$ cat src/rtl/series_pkg.sv
// Shared widths and result record for the series-evaluation datapath and its consumers.
package series_pkg;

  localparam int Y_W   = 32;
  localparam int TAG_W = 4;
  localparam int CNT_W = 8;

  localparam logic [Y_W-1:0] Y_SAT = '1;

  typedef struct packed {
    logic [Y_W-1:0]   y;
    logic             ovf;
    logic             vflag;
    logic [TAG_W-1:0] tag;
  } result_t;

endpackage

$ cat src/rtl/sync_fifo.sv
// Small synchronous FIFO with combinational head read and an explicit occupancy register.
module sync_fifo #(
  parameter int DEPTH = 4,
  parameter int W     = 8,
  localparam int AW   = $clog2(DEPTH)
) (
  input  logic          clk,
  input  logic          rst,
  input  logic          flush,
  input  logic          push,
  input  logic          pop,
  input  logic [W-1:0]  din,
  output logic [W-1:0]  dout,
  output logic [AW:0]   level,
  output logic          full,
  output logic          empty
);
  import series_pkg::*;

  logic [W-1:0]  mem [DEPTH];
  logic [AW-1:0] rd_ptr_reg;
  logic [AW-1:0] wr_ptr_reg;
  logic [AW:0]   level_reg;

  always_ff @(posedge clk) begin
    if (rst || flush) begin
      rd_ptr_reg <= '0;
      wr_ptr_reg <= '0;
      level_reg  <= '0;
    end else begin
      if (push) wr_ptr_reg <= wr_ptr_reg + 1'b1;
      if (pop)  rd_ptr_reg <= rd_ptr_reg + 1'b1;
      case ({push, pop})
        2'b10:   level_reg <= level_reg + 1'b1;
        2'b01:   level_reg <= level_reg - 1'b1;
        default: level_reg <= level_reg;
      endcase
    end
  end

  // Storage carries no reset; pointers alone define which slots are live.
  always_ff @(posedge clk) begin
    if (push && !rst && !flush) mem[wr_ptr_reg] <= din;
  end

  assign dout  = mem[rd_ptr_reg];
  assign level = level_reg;
  assign full  = (level_reg == (AW + 1)'(DEPTH));
  assign empty = (level_reg == '0);

endmodule

$ cat src/rtl/result_collector.sv
// Captures datapath results on a done strobe, tags and buffers them, and keeps status counters.
module result_collector #(
  parameter int DEPTH = 4,
  parameter int Y_W   = series_pkg::Y_W,
  parameter int TAG_W = series_pkg::TAG_W,
  parameter int CNT_W = series_pkg::CNT_W
) (
  input  logic                     clk,
  input  logic                     rst,
  input  logic                     init,
  input  logic                     in_done,
  input  logic [Y_W-1:0]           in_y,
  input  logic                     in_ovf,
  input  logic                     in_vflag,
  output logic                     out_valid,
  input  logic                     out_ready,
  output logic [Y_W-1:0]           out_y,
  output logic                     out_ovf,
  output logic                     out_vflag,
  output logic [TAG_W-1:0]         out_tag,
  output logic                     full,
  output logic                     empty,
  output logic [$clog2(DEPTH):0]   level,
  output logic [CNT_W-1:0]         ovf_cnt,
  output logic [CNT_W-1:0]         drop_cnt
);
  import series_pkg::*;

  localparam int EW = Y_W + 2 + TAG_W;

  logic [TAG_W-1:0] tag_reg;
  logic [CNT_W-1:0] ovf_cnt_reg;
  logic [CNT_W-1:0] drop_cnt_reg;
  logic             clear;
  logic             pop;
  logic             push;
  logic             drop;
  logic [Y_W-1:0]   y_sat;
  logic [EW-1:0]    din;
  logic [EW-1:0]    dout;

  assign clear = rst | init;
  assign pop   = !empty && out_ready;
  // A full FIFO still accepts when the head leaves in the same cycle.
  assign push  = in_done && (!full || pop) && !clear;
  assign drop  = in_done && full && !pop && !clear;
  assign y_sat = in_ovf ? {Y_W{1'b1}} : in_y;
  assign din   = {y_sat, in_ovf, in_vflag, tag_reg};

  sync_fifo #(
    .DEPTH (DEPTH),
    .W     (EW)
  ) u_fifo (
    .clk   (clk),
    .rst   (rst),
    .flush (init),
    .push  (push),
    .pop   (pop),
    .din   (din),
    .dout  (dout),
    .level (level),
    .full  (full),
    .empty (empty)
  );

  always_ff @(posedge clk) begin
    if (clear) begin
      tag_reg      <= '0;
      ovf_cnt_reg  <= '0;
      drop_cnt_reg <= '0;
    end else begin
      if (in_done) tag_reg <= tag_reg + 1'b1;
      if (push && in_ovf && (ovf_cnt_reg != '1)) ovf_cnt_reg <= ovf_cnt_reg + 1'b1;
      if (drop && (drop_cnt_reg != '1)) drop_cnt_reg <= drop_cnt_reg + 1'b1;
    end
  end

  assign out_valid = !empty;
  assign {out_y, out_ovf, out_vflag, out_tag} = empty ? '0 : dout;
  assign ovf_cnt   = ovf_cnt_reg;
  assign drop_cnt  = drop_cnt_reg;

endmodule

$ cat config.mk
export PLATFORM = sky130hd
export DESIGN_NAME = result_collector
export DESIGN_NICKNAME = d
export VERILOG_FILES = /design/src/rtl/series_pkg.sv /design/src/rtl/sync_fifo.sv /design/src/rtl/result_collector.sv
export SDC_FILE = /design/constraint.sdc
export NUM_CORES = 1
export LEC_CHECK = 0
export BUFFER_PORTS_ARGS = -buffer_cell sky130_fd_sc_hd__clkbuf_2
export CAP_MARGIN = 20
export CORE_MARGIN = 2
export CORE_UTILIZATION = 45
export DETAILED_ROUTE_END_ITERATION = 12
export GPL_ROUTABILITY_DRIVEN = 0
export GPL_TIMING_DRIVEN = 0
export PLACE_DENSITY = 0.63
export SYNTH_ARGS = -nofsm -noshare
export SYNTH_HDL_FRONTEND = slang
export SYNTH_HIERARCHICAL = 1
export SYNTH_SLANG_ARGS = --single-unit
$ cat constraint.sdc
create_clock -name clk -period 5.2 [get_ports clk]
set_clock_uncertainty 0.2 [all_clocks]
set_input_delay 0 -clock clk [delete_from_list [all_inputs] [get_ports clk]]
set_output_delay 0 -clock clk [all_outputs]
set_load 0.02 [all_outputs]
==> impl_metrics.ini, run 1 <==
[pwr]
power_mw = 3.089
ir_drop_mv = 0.2340
power_density_nw_per_um2 = 332.5
leakage_nw = 3.178

[yosys]
synth.area.top_cells = edfxtp_1 62%, mux4_2 12%, dfxtp_1 7.9%
ys_ff_latch = 181
syn_nets = 483
netlist.area_leader.share_pct = 61.80
syn-cell-area_um2 = 7386
synth_cells = 435
syn_area_per_cell_um2 = 16.98
yosysSeqAreaShare_pct = 69.66
yosysTopAreaCell = edfxtp_1
ys_types = 39
synth_warnings = 6

[grt]
grt-ovfl-total = 0
antenna_found_initial = 0
grt_pass1_vias = 4500
grt_start_max_net_pins = 31
track_usage_pct = 17.42
grt_pass1_wl_mm = 23.29

[timing]
tightest_slew_ps = 800.1
finalHoldViolations = 0
rsz0062_at_grt = no
setup_tns_ps = 0
period_needed_ps = 3227
drv_slew = 0
finalCritPeriodShare_pct = 62.06
timing.slew.headroom_pct = 46.18
whs_ps = 149.2
fmax_mhz = 309.9
setup-violations-final = 0
worst_slack_ps = 1973

[clock_tree]
cts_setup_buffers = 0
root_buffer = clkbuf_16
cts.sinks = 181
cts_hold_buf = 40
clkSlewWorstSetupHoldPaths_ps = 70
cts_resized = 0
h-tree-depth = 4
clockBufferDepth = 2
cts_tree = done
cts_inserted_buffers = 17
clk_latency_ps = 420

[drt]
drt_first_pass_iters = 4
drtAntennaViolNets = 0
drt_iter0_drc = 233
vias_per_cell = 5.095
routed_wl_mm = 14.34
wl_per_cell_um = 17.38
drcViolationCount = 0
routed-via-count = 4203

[critical_path]
critical_path_required_ps = 5350
worstPathCellList = nor3_1, nand2b_1, a21boi_0, inv_1, ha_1, inv_1, fa_1, xor2_1, or3_1, a21oi_1
cp_slowest_stage_delay_ps = 610
worstPathArrival_ps = 3380
worstPathMaxFanout = 7
crit_top_cell = inv_1
critPathBufInv = 2
cp_slowest_cell = nor3_1
endpoint_kind = flip-flop
crit_path_start_kind = flip-flop
worstSetupPathType = reg2reg
r2r-start = u_fifo/level[1]$_SDFFE_PP0P_
critPathTopFamily = simple AND/OR/NAND/NOR gates
critPathLaunch = u_fifo/level[1]$_SDFFE_PP0P_

[min_path]
worstHoldStart = in_vflag
hold_path.class = in2reg

[final_layout]
largest_reg_flops = 152
layout-drive-gt1-share_pct = 35.80
final_common_cell = edfxtp_1
area_growth_pct = 25.78
multiInputGateArea_um2 = 2081
regArea_um2 = 5145
nNetsFinal = 644
num_antenna_cells = 0
mostFrequentLayoutCells = 152 x edfxtp_1, 98 x clkbuf_2, 40 x dlygate4sd3_1, 38 x nor2b_1, 38 x mux4_2
fillCellCount = 1257

[floorplan]
die-area_um2 = 17450
num_io_pins = 99
fp.dieH_um = 132.1
start_util_pct = 46.33
core_area_um2 = 15940
die_x_um = 132.1
row_count = 46

[status]
status = finished, final reports clean

[placement]
io_buffers = 98
post-place-ws_ps = 1936
place_hpwl_mm = 9.158

[flow_run]
cap_viol_max_count = 0
## report_power, final
group,internal (mW),switching [mW]
clock network,0.858,0.535
logic,0.0589,0.0610
registers,1.57,0.00267
## worst reg2reg max path: stages, from the launching register on
cell and delay [ps]:
dfxtp_1 330, nor3_1 610, nand2b_1 310, a21boi_0 320, inv_1 130, ha_1 200, inv_1 70, fa_1 370
xor2_1 160, or3_1 320, a21oi_1 140
## stage by stage
stage                     instances  utilization, %  area (um2)
after floorplan                 435               -        7386
after global placement          749           51.10        8147
after detailed placement        753           51.68        8239
after CTS                       825           58.27        9290
after global routing            825           58.27        9290
final                           825           58.27        9290
## synthesized netlist by cell type (all sizes together)
cell     count
nor2b       38
nor2        17
inv         10
edfxtp     152
xor2         6
fa           1
a211o        1
buf          9
a21oi       11
o311ai       3
o21a         2
clkbuf      10
o31ai        4
and3         5
ha           8
or2         34
and2         1
or4          3
nand2b       2
nand2        9
a21boi       1
mux2i        4
and4         1
mux4        38
or3          8
o21ai        7
o41ai        2
xnor2        3
dfxtp       29
nand3        6
o2111ai      1
nor3b        2
nor3         2
nand4        5
## area by class of cell
| cell class | count | area share [%] |
|---|---|---|
| clock buffers | 17 | 4.579 |
| repair buffers | 142 | 10.53 |
| inverters | 10 | 0.4040 |
| clock inverters | 15 | 2.424 |
| well taps | 216 | 2.909 |
| multi-input cells | 225 | 22.40 |
| flip-flops and latches | 181 | 55.38 |
| plain buffers | 19 | 1.374 |
## cell families (layout without fill, tap and decap cells)
kind of cell | after synthesis | after routing | share of synthesized area [%]
multiplexers | 42 | 42 | 12.13
adder cells (fa/ha/maj) | 9 | 9 | 1.626
XOR/XNOR | 9 | 9 | 1.067
buffers and inverters | 29 | 203 | 2.236
AND/OR/NAND/NOR | 133 | 133 | 10.44
flip-flops | 181 | 181 | 69.66
AO/OA/AOI/OAI | 32 | 32 | 2.846
## metal layers
layer	vias up	part of all wire (%)	GRT usage [%]
li1	2002	-	-
met1	2101	43	21.88
met2	90	52	30.01
met3	10	4.1	4.075
met4	0	0.93	5.616
met5	-	0	0
## path summary, 6_finish.rpt
| kind | endpoint | slack (ps) | depth (start not counted) |
|---|---|---|---|
| setup / recovery | u_fifo/level[2]$_SDFFE_PP0P_ | 1970 | 10 |
| hold / removal | u_fifo/mem[1][4]$_DFFE_PP_ | 150 | 2 |
| setup reg to reg | u_fifo/level[2]$_SDFFE_PP0P_ | 1970 | 10 |
| hold reg to reg | drop_cnt[7]$_SDFFE_PN0P_ | 310 | 2 |
(Power assumes the default switching activity.)
==> run 2, diff against run 1 <==
--- a/config.mk
+++ b/config.mk
@@ -5,6 +5,7 @@
 export SDC_FILE = /design/constraint.sdc
 export NUM_CORES = 1
 export LEC_CHECK = 0
+export ABC_AREA = 1
 export BUFFER_PORTS_ARGS = -buffer_cell sky130_fd_sc_hd__clkbuf_2
 export CAP_MARGIN = 20
 export CORE_MARGIN = 2
@@ -12,7 +13,7 @@
 export DETAILED_ROUTE_END_ITERATION = 12
 export GPL_ROUTABILITY_DRIVEN = 0
 export GPL_TIMING_DRIVEN = 0
-export PLACE_DENSITY = 0.63
+export PLACE_DENSITY = 0.65
 export SYNTH_ARGS = -nofsm -noshare
 export SYNTH_HDL_FRONTEND = slang
 export SYNTH_HIERARCHICAL = 1
==> constraint.sdc (replaced) <==
create_clock -name clk -period 2.9 [get_ports clk]
set_clock_uncertainty 0.2 [all_clocks]
set_input_delay 0 -clock clk [delete_from_list [all_inputs] [get_ports clk]]
set_output_delay 0 -clock clk [all_outputs]
set_load 0.02 [all_outputs]
==> run 2 against run 1 <==
  * Maximum frequency up 23%
  * Via count up 31%
  * Flip-flop and latch count unchanged
  * Worst setup slack worse by 1700 ps
  * Global-route usage up 2.1 points
  * Non-clock buffer count up 15
  * Die area up 4.7%
  * Final cell count up 34%
  * Critical endpoint unchanged
  * Largest power group unchanged
  * Highest routed layer unchanged
==> impl_metrics.ini, run 2 <==
[drt]
drtAntennaViolNets = 0
routed-via-count = 5493
wl_per_cell_um = 15.46
drcViolationCount = 0
drt_first_pass_iters = 7
drt_iter0_drc = 364
vias_per_cell = 4.962
routed_wl_mm = 17.11

[clock_tree]
clockBufferDepth = 2
cts_inserted_buffers = 17
cts_setup_buffers = 0
cts.sinks = 181
cts_tree = done
h-tree-depth = 4
clkSlewWorstSetupHoldPaths_ps = 70
root_buffer = clkbuf_16
clk_latency_ps = 420

[grt]
gr-max-usage-layer = met2
grt_pass1_vias = 5328
grt-ovfl-total = 0
met1_usage_pct = 24.44
grt_start_max_net_pins = 27
grt_use_met2_pct = 33.78
grt_pass1_wl_mm = 26.83
track_usage_pct = 19.49
gr-usage-met3_pct = 4.302
antenna_found_initial = 0

[timing]
finalCritPeriodShare_pct = 90.29
drv_slew = 0
fmax_mhz = 381.9
setup-violations-final = 0
rsz0062_at_grt = no
finalHoldViolations = 0
whs_ps = 152.4
setup_tns_ps = 0
timing.slew.headroom_pct = 51.14
tightest_slew_ps = 731.2
period_needed_ps = 2618

[critical_path]
critical_path_required_ps = 3020
r2r-start = u_fifo/level[1]$_SDFFE_PP0P_
endpoint_kind = flip-flop
reg2reg_to = u_fifo/level[2]$_SDFFE_PP0P_
cp_slowest_cell = nor3_2
crit_top_cell = inv_1
crit_path_start_kind = flip-flop
r2r_setup_slack_ps = 280
worstPathArrival_ps = 2730
cp_slowest_stage_delay_ps = 420
worstPathMaxFanout = 5
worstSetupPathType = reg2reg
rr_worst_depth = 14
worstPathCellList = nor3_2, inv_2, a21boi_0, nor2_2, inv_1, ha_1, inv_1, fa_1, inv_1, nand2_1, nand3_1, nand2_1, inv_1, nor2_1

[floorplan]
core_area_um2 = 16700
fp.dieH_um = 135.2
start_util_pct = 46.35
die_x_um = 135.2
row_count = 47
die-area_um2 = 18270
num_io_pins = 99

[yosys]
synth-main-ff-cell = edfxtp_1
yosysSeqAreaShare_pct = 66.46
synth_commonest_cells = 152 x edfxtp_1, 146 x nor2_1, 83 x o21ai_0
synth_edf_count = 152
syn_nets = 761
synth.area.top_cells = edfxtp_1 59%, dfxtp_1 7.5%, nor2_1 7.1%
ys_types = 31
syn_area_per_cell_um2 = 10.86
ys_ff_latch = 181
synth_cells = 713
yosysTopAreaCell = edfxtp_1
yosysMostFrequentCell = edfxtp_1
syn-cell-area_um2 = 7741
async_reset_ff_share_pct = 0
netlist.area_leader.share_pct = 58.96
synth_warnings = 6

[pwr]
p_comb_share_pct = 5.5
p_seq_share_pct = 52.2
p_int_mw = 4.316
ir_drop_mv = 0.4210
netSwitchingFraction_pct = 20.48
pwr-share-clk_pct = 42.4
power_density_nw_per_um2 = 563.5
p_switching_mw = 1.111
leakage_nw = 3.779

[final_layout]
nNetsFinal = 922
final_common_cell = edfxtp_1
largest_reg_flops = 152
mostFrequentLayoutCells = 152 x edfxtp_1, 142 x nor2_1, 102 x clkbuf_2, 83 x o21ai_0, 76 x inv_1
layout.cells.non_filler = 1107
num_antenna_cells = 0
area_growth_pct = 24.41
fillCellCount = 1465
layout-drive-gt1-share_pct = 23.56
final_cell_area_um2 = 9630

[placement]
place_area_um2 = 8625
io_buffers = 98
place_hpwl_mm = 10.80
dp.cells = 1035

[min_path]
worstHoldStart = in_vflag
min_to = u_fifo/mem[3][4]$_DFFE_PP_
worst_hold_path.num_cells = 2
hold_path.class = in2reg

[status]
status = finished, final reports clean

[flow_run]
cap_viol_max_count = 0
## run 2: cell families (layout without fill, tap and decap cells)
logic type | Yosys count | after routing | synth area share, %
xor+xnor | 6 | 6 | 0.6788
fa+ha+maj | 9 | 9 | 1.552
flops | 181 | 181 | 66.46
compound gates | 148 | 148 | 10.34
buf+inv | 113 | 287 | 6.643
simple gates | 256 | 256 | 14.32
## run 2: worst max path at each step
stage | cells past startpoint | slack (ps) | from | endpoint
6_report | 14 | 280 | u_fifo/level[1]$_SDFFE_PP0P_ | u_fifo/level[2]$_SDFFE_PP0P_
2_1_floorplan | 6 | -570 | u_fifo/level[1]$_SDFFE_PP0P_ | u_fifo/mem[0][0]$_DFFE_PP_
5_1_grt | 14 | 1 | u_fifo/level[1]$_SDFFE_PP0P_ | u_fifo/level[2]$_SDFFE_PP0P_
3_3_place_gp | 6 | -1780 | u_fifo/level[1]$_SDFFE_PP0P_ | u_fifo/mem[3][27]$_DFFE_PP_
4_1_cts | 14 | 70 | u_fifo/level[1]$_SDFFE_PP0P_ | u_fifo/level[2]$_SDFFE_PP0P_
3_5_place_dp | 14 | 90 | u_fifo/level[1]$_SDFFE_PP0P_ | u_fifo/level[2]$_SDFFE_PP0P_
## run 2: worst max-delay path, delay by kind of cell, from the launching register on
kind            cells  cell delay, ps
compound gates      1             240
fa+ha+maj           2             580
buf+inv             5             440
flops               1             360
simple gates        6             720
## run 2: power by group through the flow
stage	clock (mW)	sequential (mW)	combinational, mW
2_1_floorplan	0	2.89	0.152
3_3_place_gp	0	2.89	0.250
3_5_place_dp	0	2.89	0.257
4_1_cts	2.35	2.83	0.299
5_1_grt	2.46	2.83	0.329
6_report	2.30	2.83	0.297
## run 2: routing by layer
layer	wire length [um]	vias to the layer above
li1	-	2744
met2	8577	127
met5	0	-
met1	7511	2605
met4	226	0
met3	795	17
## run 2: stage by stage
stage / power, mW / setup slack [ps] / utilization [%]
final: 5.427 / 281.6 / 57.66
after CTS: 5.479 / 66.48 / 57.63
after global placement: 3.138 / -1776 / 50.94
after floorplan: 3.040 / -574.9 / -
after detailed placement: 3.143 / 93.00 / 51.64
after global routing: 5.622 / 0.9794 / 57.66
## run 2: what timing repair did
action,CTS,global route
gates resized for setup,0,1
setup endpoints to repair,0,22
hold buffers,40,0
endpoints found under the hold margin,165,0
## run 2: final cells by class
class / count / area (um2) / area share (%)
Sequential cell: 181 / 5145 / 53.42
Buffer: 34 / 217.7 / 2.261
Tap cell: 220 / 275.3 / 2.858
Inverter: 79 / 296.5 / 3.079
Multi-Input combinational cell: 419 / 2117 / 21.98
Clock buffer: 23 / 488.0 / 5.067
Clock inverter: 9 / 112.6 / 1.169
Timing Repair Buffer: 142 / 978.4 / 10.16
